`config.mk`:
```
export PLATFORM = sky130hd
export DESIGN_NAME = fifo_pop_ctrl
export DESIGN_NICKNAME = d
export VERILOG_FILES = /design/src/rtl/fifo_pop_ctrl_pkg.sv /design/src/rtl/pop_skid_buf.sv /design/src/rtl/fifo_pop_ctrl.sv
export SDC_FILE = /design/constraint.sdc
export NUM_CORES = 1
export LEC_CHECK = 0
export ABC_AREA = 1
export BUFFER_PORTS_ARGS = -buffer_cell sky130_fd_sc_hd__buf_4
export CAP_MARGIN = 20
export CORE_MARGIN = 2
export CORE_UTILIZATION = 56
export DETAILED_ROUTE_END_ITERATION = 7
export GPL_TIMING_DRIVEN = 0
export PLACE_DENSITY = 0.84
export SKIP_LAST_GASP = 1
export SLEW_MARGIN = 20
export SYNTH_ARGS = -nofsm -noshare
export SYNTH_HDL_FRONTEND = slang
export SYNTH_SLANG_ARGS = --single-unit
export TNS_END_PERCENT = 30
```
`constraint.sdc`:
```
create_clock -name clk -period 7.3 [get_ports clk]
set_input_delay 0.365 -clock clk [delete_from_list [all_inputs] [get_ports clk]]
set_output_delay 0.365 -clock clk [all_outputs]
set_load 0.005 [all_outputs]
```
`src/rtl/fifo_pop_ctrl_pkg.sv`:
```
// Shared FSM encoding for the FIFO pop controller.
package fifo_pop_ctrl_pkg;

  localparam int STATE_W = 3;

  typedef enum logic [STATE_W-1:0] {
    ST_RESET  = 3'd0,
    ST_INIT   = 3'd1,
    ST_IDLE   = 3'd2,
    ST_ACTIVE = 3'd3,
    ST_ERROR  = 3'd4
  } state_t;

endpackage

```
`src/rtl/pop_skid_buf.sv`:
```
// Two-entry FIFO-ordered skid buffer holding words popped from the main FIFO.
// The caller guarantees no push when full (unless popping) and no pop when empty.
module pop_skid_buf #(
  parameter int DATA_SIZE = 6
) (
  input  logic                 clk,
  input  logic                 reset,
  input  logic                 flush,
  input  logic                 push,
  input  logic [DATA_SIZE-1:0] din,
  input  logic                 pop,
  output logic [DATA_SIZE-1:0] dout,
  output logic [1:0]           count
);

  logic [DATA_SIZE-1:0] mem [2];
  logic                 wr_ptr;
  logic                 rd_ptr;

  always_ff @(posedge clk or posedge reset) begin
    if (reset) begin
      mem[0] <= '0;
      mem[1] <= '0;
      wr_ptr <= 1'b0;
      rd_ptr <= 1'b0;
      count  <= 2'd0;
    end else if (flush) begin
      wr_ptr <= 1'b0;
      rd_ptr <= 1'b0;
      count  <= 2'd0;
    end else begin
      if (push) begin
        mem[wr_ptr] <= din;
        wr_ptr      <= ~wr_ptr;
      end
      if (pop) begin
        rd_ptr <= ~rd_ptr;
      end
      count <= count + {1'b0, push} - {1'b0, pop};
    end
  end

  assign dout = mem[rd_ptr];

endmodule

```
`src/rtl/fifo_pop_ctrl.sv`:
```
// FIFO pop controller: issues registered pops, skids popped words, flags a stalled full FIFO.
// Define POP_STATS_EN to add the 16-bit pop_count output.
module fifo_pop_ctrl
  import fifo_pop_ctrl_pkg::*;
#(
  parameter int DATA_SIZE  = 6,
  parameter int COUNT_SIZE = 4,
  parameter int UMB_AF_DEF = 6,
  parameter int UMB_AE_DEF = 3,
  parameter int ERR_LIMIT  = 8
) (
  input  logic                  clk,
  input  logic                  reset,
  input  logic                  init,
  input  logic [COUNT_SIZE-1:0] umb_af_in,
  input  logic [COUNT_SIZE-1:0] umb_ae_in,
  input  logic                  fifo_empty,
  input  logic                  fifo_full,
  input  logic [COUNT_SIZE-1:0] data_count,
  input  logic [DATA_SIZE-1:0]  buff_out,
  input  logic                  ready_in,
  output logic                  read,
  output logic [COUNT_SIZE-1:0] umb_almost_full,
  output logic [COUNT_SIZE-1:0] umb_almost_empty,
  output logic [DATA_SIZE-1:0]  data_out,
  output logic                  valid_out,
  output logic [STATE_W-1:0]    state,
  output logic                  idle_out,
  output logic                  error_out
`ifdef POP_STATS_EN
  ,
  output logic [15:0]           pop_count
`endif
);

  localparam int STALL_W = $clog2(ERR_LIMIT + 1);
  localparam logic [STALL_W-1:0] STALL_MAX = STALL_W'(ERR_LIMIT);

  state_t               state_q, state_d;
  logic                 read_q, read_d;
  logic                 inflight_q;
  logic [STALL_W-1:0]   stall_q, stall_d;
  logic [1:0]           skid_count;
  logic [2:0]           pending;
  logic                 flush, push, xfer, err_hit;
  logic                 data_count_unused;

  // Occupancy is observed for debug only; the pop decision uses fifo_empty.
  assign data_count_unused = ^data_count;

  // Handshake: a word leaves on every rising edge where valid_out && ready_in;
  // valid_out only drops without a transfer on INIT, ERROR or reset.
  assign flush     = (state_q == ST_INIT);
  assign valid_out = (skid_count != 2'd0) && ((state_q == ST_IDLE) || (state_q == ST_ACTIVE));
  assign xfer      = valid_out && ready_in;
  assign push      = inflight_q && !flush;

  // Words already committed to the skid once this edge's transfer is taken out;
  // a new pop is safe only if it still fits with no further transfers.
  assign pending = {1'b0, skid_count} + {2'b00, inflight_q} + {2'b00, read_q} - {2'b00, xfer};

  pop_skid_buf #(.DATA_SIZE(DATA_SIZE)) u_skid (
    .clk   (clk),
    .reset (reset),
    .flush (flush),
    .push  (push),
    .din   (buff_out),
    .pop   (xfer),
    .dout  (data_out),
    .count (skid_count)
  );

  always_comb begin
    stall_d = '0;
    if ((state_q != ST_RESET) && (state_q != ST_INIT) && fifo_full && !read_q) begin
      stall_d = (stall_q == STALL_MAX) ? stall_q : stall_q + 1'b1;
    end
  end

  assign err_hit = (stall_d == STALL_MAX);

  always_comb begin
    state_d = state_q;
    case (state_q)
      ST_RESET:  state_d = ST_INIT;
      ST_INIT:   if (!init) state_d = ST_IDLE;
      ST_IDLE: begin
        if (err_hit)          state_d = ST_ERROR;
        else if (!fifo_empty) state_d = ST_ACTIVE;
      end
      ST_ACTIVE: begin
        if (err_hit) state_d = ST_ERROR;
        else if (fifo_empty && (skid_count == 2'd0) && !inflight_q && !read_q) state_d = ST_IDLE;
      end
      ST_ERROR:  state_d = ST_ERROR;
      default:   state_d = ST_INIT;
    endcase
    if (init && (state_q != ST_RESET)) state_d = ST_INIT;
  end

  assign read_d = (state_q == ST_ACTIVE) && (state_d == ST_ACTIVE) && !fifo_empty && (pending < 3'd2);

  // A pop that meets an already-empty FIFO is dropped by the FIFO, so it never goes in flight.
  always_ff @(posedge clk or posedge reset) begin
    if (reset) begin
      state_q          <= ST_RESET;
      read_q           <= 1'b0;
      inflight_q       <= 1'b0;
      stall_q          <= '0;
      umb_almost_full  <= COUNT_SIZE'(UMB_AF_DEF);
      umb_almost_empty <= COUNT_SIZE'(UMB_AE_DEF);
    end else begin
      state_q    <= state_d;
      read_q     <= read_d;
      inflight_q <= (state_q == ST_INIT) ? 1'b0 : (read_q && !fifo_empty);
      stall_q    <= stall_d;
      if (state_q == ST_INIT) begin
        umb_almost_full  <= umb_af_in;
        umb_almost_empty <= umb_ae_in;
      end
    end
  end

`ifdef POP_STATS_EN
  always_ff @(posedge clk or posedge reset) begin
    if (reset) begin
      pop_count <= 16'd0;
    end else if (state_q == ST_INIT) begin
      pop_count <= 16'd0;
    end else if (read_q) begin
      pop_count <= pop_count + 16'd1;
    end
  end
`endif

  assign read      = read_q;
  assign state     = state_q;
  assign idle_out  = (state_q == ST_IDLE);
  assign error_out = (state_q == ST_ERROR);

endmodule

```
==> flow_summary.ini, run 1 <==
[clocking]
post_cts_buffers = 0
numCtsBuffers = 5
cts_tree = yes
ctsHoldBuffers = 0
clock_sinks = 33
cts_resized = 0
cts-root-buf = clkbuf_4
clock_latency_ps = 330
cts_buffer_depth = 2
htree_levels = 2
path_clk_slew_ps = 100

[timing]
rsz0062_at_grt = no
finalSetupViolations = 0
period_share_pct = 38.38
slew_viol_final = 0
setup_ws_ps = 4498
relSlewSlack_pct = 55.92
max_clock_freq_ghz = 0.3569
fin_skew_ps = 8.069
finalHoldViolations = 0
finalSetupTns_ps = 0
finalCriticalPeriod_ps = 2802
worstMarginPinSlew_ps = 660.2

[yosys]
yosysSeqAreaShare_pct = 47.87
syn_area_sq_um = 1735
netlist_instances = 207
synth-edff-count = 0
synthMuxAreaShare_pct = 0
synth_top_area_share_pct = 41.82
ys_types = 27
ys_seq_elements = 33
synth_compound_area_share_pct = 8.363
postSynthAreaPerCell_sq_um = 8.384
synth-adder-area-share_pct = 5.479
synth_warnings = 0
synth_area_leaders = dfrtp_1 42%, nand2_1 15%, dfstp_2 6.1%
yosysTopAreaCell = dfrtp_1
synthSimpleGateAreaFrac_pct = 27.47
synth-async-reset-ratio_pct = 100.0
synth_xor_area_share_pct = 1.009
synthTopCellsByCount = 69 x nand2_1, 29 x dfrtp_1, 27 x inv_1
synth.most_common_cell = nand2_1
syn_nets = 238
synth_ff_type = dfrtp_1
synth_top_family_by_area = simple AND/OR/NAND/NOR gates

[setup_path]
cp_max_fo = 5
worstSetupStartpointType = flop
cp-end-kind = flop
critical_path_class = flop to flop
cp.arrival_ps = 3070
crit_required_ps = 7570

[power_and_ir_drop]
power_leakage_nw = 1.211
irDropWorstVdd_uv = 178.9
power_mw = 0.4627
power_density_nw_per_um2 = 215.5

[floorplan]
die_w_um = 59.67
die_h_um = 59.67
rows = 20
dieArea_sq_um = 3561
start_util_pct = 57.79
core-area_sq_um = 3003
ios = 45

[detailed_routing]
wl_met3_um = 136
drtIter0Drc = 49
ant_nets = 0
vias_per_cell = 4.875
drtPass1Iterations = 4
wl_um = 3064
wire_per_inst_um = 10.64
met1_length_um = 1412
num_vias = 1404
drc = 0
routed.top_layer = met4
wl_met2_um = 1458

[global_routing]
grt_pass1_wl_um = 5561
grt_max_degree = 34
track_usage_pct = 21.34
gr-total-overflow = 0
grt_pass1_vias = 1361
antenna_found_initial = 0

[layout]
drive_gt1_share_pct = 31.76
final_nets = 285
fillCellCount = 256
fin_cells = 288
syn_to_final_growth_pct = 23.72
final_util_pct = 71.50
antenna_cells = 0

[placed_design]
io_buffers = 40
dp.cells = 280
hpwlAfterDp_um = 2338
post-place-ws_ps = 4532
gp_congestion = 0.8612

[min_path]
worstHoldPathType = primary input to async pin

[outcome]
outcome = completed

[job]
max-cap-violations = 0
==> stage by stage <==
stage | cell area, sq um | hold WS, ps
4_1_cts | 2147 | 140.6
6_report | 2147 | 120.1
3_5_place_dp | 2077 | 451.8
5_1_grt | 2147 | 171.6
3_3_place_gp | 2077 | 448.6
2_1_floorplan | 1735 | 435.8
==> where the power goes <==
part	internal [mW]	switching, mW
Clock	0.0557	0.0573
Combinational	0.0630	0.0616
Sequential	0.210	0.0152
Total	0.329	0.134
==> worst paths after layout <==
kind	startpoint	to	slack, ps	cells past startpoint
max in group asynchronous	reset	u_skid.mem[6]$_DFFE_PP0P_	6750	2
max	state[1]$_DFF_PP0_	read$_DFF_PP0_	4500	16
max reg2reg	state[1]$_DFF_PP0_	read$_DFF_PP0_	4500	16
min reg2reg	umb_almost_full[2]$_DFFE_PP1P_	umb_almost_full[2]$_DFFE_PP1P_	470	2
min	reset	stall_q[2]$_DFF_PP0_	120	2
min in group clk	fifo_empty	inflight_q$_DFF_PP0_	200	2
==> routing by layer <==
metal,vias to the layer above,GRT usage [%]
met5,-,0
met3,5,6.277
met4,0,7.937
met2,30,35.09
li1,729,-
met1,640,26.57
==> layout by cell type (no fill, tap or decap), types with 6 or more instances in the layout <==
cell     Yosys  final
buf_4        0     40
dfrtp_1     29     29
ha_1         6      6
inv_1       27     26
inv_2        7      8
nand2_1     69     69
nand3_1      8      8
nor2_1      10     10
o21ai_1      9      9
==> flip-flops by register name, summed over array words and instances (netlist names) <==
signal            count
read                  1
umb_almost_full       4
u_skid.rd_ptr         1
u_skid.count          2
inflight_q            1
u_skid.wr_ptr         1
state                 3
u_skid.mem           12
umb_almost_empty      4
stall_q               4
==> area by class of cell <==
| type | count | area (sq um) | share of cell area (%) |
|---|---|---|---|
| inverter | 35 | 131.4 | 6.119 |
| multi-input combinational | 135 | 734.5 | 34.21 |
| timing repair buffer | 40 | 300.3 | 13.99 |
| tap | 33 | 41.29 | 1.923 |
| clock buffer | 7 | 65.06 | 3.030 |
| buffer | 4 | 38.79 | 1.807 |
| sequential | 33 | 830.8 | 38.69 |
| clock inverter | 1 | 5.005 | 0.2331 |
==> worst max-delay path, stage by stage (launching register included) <==
cell and delay [ps]:
dfrtp_1 430, inv_1 70, nor2_2 150, inv_2 70, nor2_1 130, nand2_1 120
inv_1 120, ha_1 240, inv_1 60, ha_1 220, a21o_1 160, fa_1 440
a21oi_1 130, nand2_1 70, nor3_1 130, nand3_1 90, nor2_1 100
==> kinds of logic after synthesis <==
group                      after synthesis
adders and majority gates                7
DFF                                     33
buffers and inverters                   39
and+or+nand+nor                        104
xor gates and xnor gates                 2
AOI/OAI and AO/OA                       22
Power figures use the tool's default switching activity.
==> inputs of run 2 (changes only) <==
Settings changed: CORE_UTILIZATION 56 to 52, PLACE_DENSITY 0.84 to 0.79.
Clock period 7.3 ns to 2.8 ns, I/O delays scaled along.
==> run 2 against run 1 <==
Effect of this change: clock power grew to 3.2 times the previous value; via count rose by 2.8%; final area up 6.9%; setup slack got worse by 4300 ps; highest routed layer unchanged; largest cell class unchanged; count of clock-buffer cells in the layout is the same; sequential share of layout area fell by 2.3 points; combinational power increased to 2.8 times the previous value.
==> flow_summary.ini, run 2 (same netlist as run 1, synthesis figures left out) <==
[setup_path]
worst_r2r_endpoint = read$_DFF_PP0_
crit_required_ps = 3080
critical_path_class = flop to flop
reg2regPathDepth = 14
cp_max_fo = 5
cp.arrival_ps = 2910
cpPeakStageDelay_ps = 460
worstSetupStartpointType = flop
reg2reg_from = u_skid.count[1]$_DFF_PP0_
cp-end-kind = flop
crit_chain = nor2_2 > nor2_4 > nand2_2 > inv_1 > ha_1 > inv_1 > ha_1 > a21o_1 > fa_1 > a21oi_2 > nand2_1 > nor3_2 > nand3_1 > nor2_1
crit_slowest_cell = dfrtp_2
r2r_slack_ps = 160

[placed_design]
io_buffers = 40
gp_congestion = 0.8608
hpwlAfterDp_um = 2367
dp.cells = 291
placed_cell_area_sq_um = 2091
post-place-ws_ps = 47.48

[global_routing]
grt_pass1_wl_um = 5623
antenna_found_initial = 0
busiest_layer = met2
grt_max_degree = 34
gr-total-overflow = 0
track_usage_pct = 20.54
grt_use_met2_pct = 34.29
use_met1_pct = 25.82
use_met3_pct = 6.211
grt_pass1_vias = 1311

[detailed_routing]
wl_um = 3407
drc = 0
drtIter0Drc = 38
num_vias = 1444
wire_per_inst_um = 11.06
vias_per_cell = 4.688
ant_nets = 0
drtPass1Iterations = 4

[timing]
finalHoldViolations = 0
rsz0062_at_grt = no
finalSetupTns_ps = 0
finalSetupViolations = 0
period_share_pct = 94.17
worstMarginPinSlew_ps = 667.6
setup_ws_ps = 163.1
max_clock_freq_ghz = 0.3792
slew_viol_final = 0
timing.hold.ws_ps = 8.898
finalCriticalPeriod_ps = 2637
relSlewSlack_pct = 55.43
fin_skew_ps = 15.78

[floorplan]
rows = 20
dieArea_sq_um = 3816
start_util_pct = 55.93
ios = 45
die_w_um = 61.77
die_h_um = 61.77
core-area_sq_um = 3103

[layout]
final_nets = 294
final_util_pct = 73.99
fillCellCount = 271
drive_gt1_share_pct = 34.09
fin_cells = 308
final_cell_mix = 68 x nand2_1, 41 x buf_4, 26 x dfrtp_1, 25 x inv_1, 9 x o21ai_1
largest_reg_flops = 12
syn_to_final_growth_pct = 32.30
final_common_cell = nand2_1
antenna_cells = 0
regMostFlops = u_skid.mem
finalInstanceArea_sq_um = 2296

[clocking]
clock_sinks = 33
htree_levels = 2
cts_tree = yes
cts_buffer_depth = 2
path_clk_slew_ps = 110
numCtsBuffers = 5
clock_latency_ps = 340
cts-root-buf = clkbuf_4

[min_path]
min_to = umb_almost_full[3]$_DFFE_PP0P_
holdPathStages = 3
worstHoldPathType = primary input to flop
holdCritStartpoint = umb_af_in[3]

[outcome]
outcome = completed

[power_and_ir_drop]
power_mw = 1.304
power_density_nw_per_um2 = 567.8
irDropWorstVdd_uv = 532.7
power_leakage_nw = 1.254

[job]
max-cap-violations = 0
[run 2: cell types whose count changed in the layout (fill, tap and decap cells not counted), moves of 2 or more]
cell and delta:
dlygate4sd3_1 +8, nor2_1 -2, nor2_4 +2, dfrtp_1 -3, dfrtp_2 +3
[run 2: worst max path at each step]
stage	startpoint	endpoint	depth (start not counted)
final	u_skid.count[1]$_DFF_PP0_	read$_DFF_PP0_	14
after global routing	state[1]$_DFF_PP0_	read$_DFF_PP0_	16
after CTS	state[1]$_DFF_PP0_	read$_DFF_PP0_	16
after detailed placement	state[1]$_DFF_PP0_	read$_DFF_PP0_	16
after global placement	state[1]$_DFF_PP0_	read$_DFF_PP0_	16
after floorplan	state[1]$_DFF_PP0_	read$_DFF_PP0_	16
[run 2: repair_timing]
action	4_1_cts	5_1_grt
buffers inserted	0	1
hold endpoints to repair	33	3
setup endpoints to repair	0	1
hold buffers	5	3
resized for setup	0	12
[run 2: final cells by class]
class / count / area, sq um / share of cell area, %
plain buffers: 4 / 38.79 / 1.689
inverters: 35 / 133.9 / 5.831
well taps: 44 / 55.05 / 2.398
multi-input cells: 135 / 760.7 / 33.13
clock inverters: 1 / 30.03 / 1.308
clock buffers: 7 / 55.05 / 2.398
flip-flops and latches: 33 / 834.6 / 36.35
repair buffers: 49 / 387.9 / 16.89
[run 2: metal layers]
metal  vias up  wire [um]
li1        750          -
met1       655       1467
met2        32       1745
met3         7        147
met4         0         46
met5         -          0
[run 2: worst max-delay path, delay by kind of cell, from the launching register on]
| family | cells | cell delay (ps) |
|---|---|---|
| AND/OR/NAND/NOR | 7 | 720 |
| flip-flops | 1 | 460 |
| AO/OA/AOI/OAI | 2 | 290 |
| adder cells (fa/ha/maj) | 3 | 990 |
| buffers and inverters | 2 | 100 |
[run 2: report_power, final]
part	internal, mW	switching, mW
registers	0.548	0.0432
logic	0.176	0.171
clock network	0.213	0.152
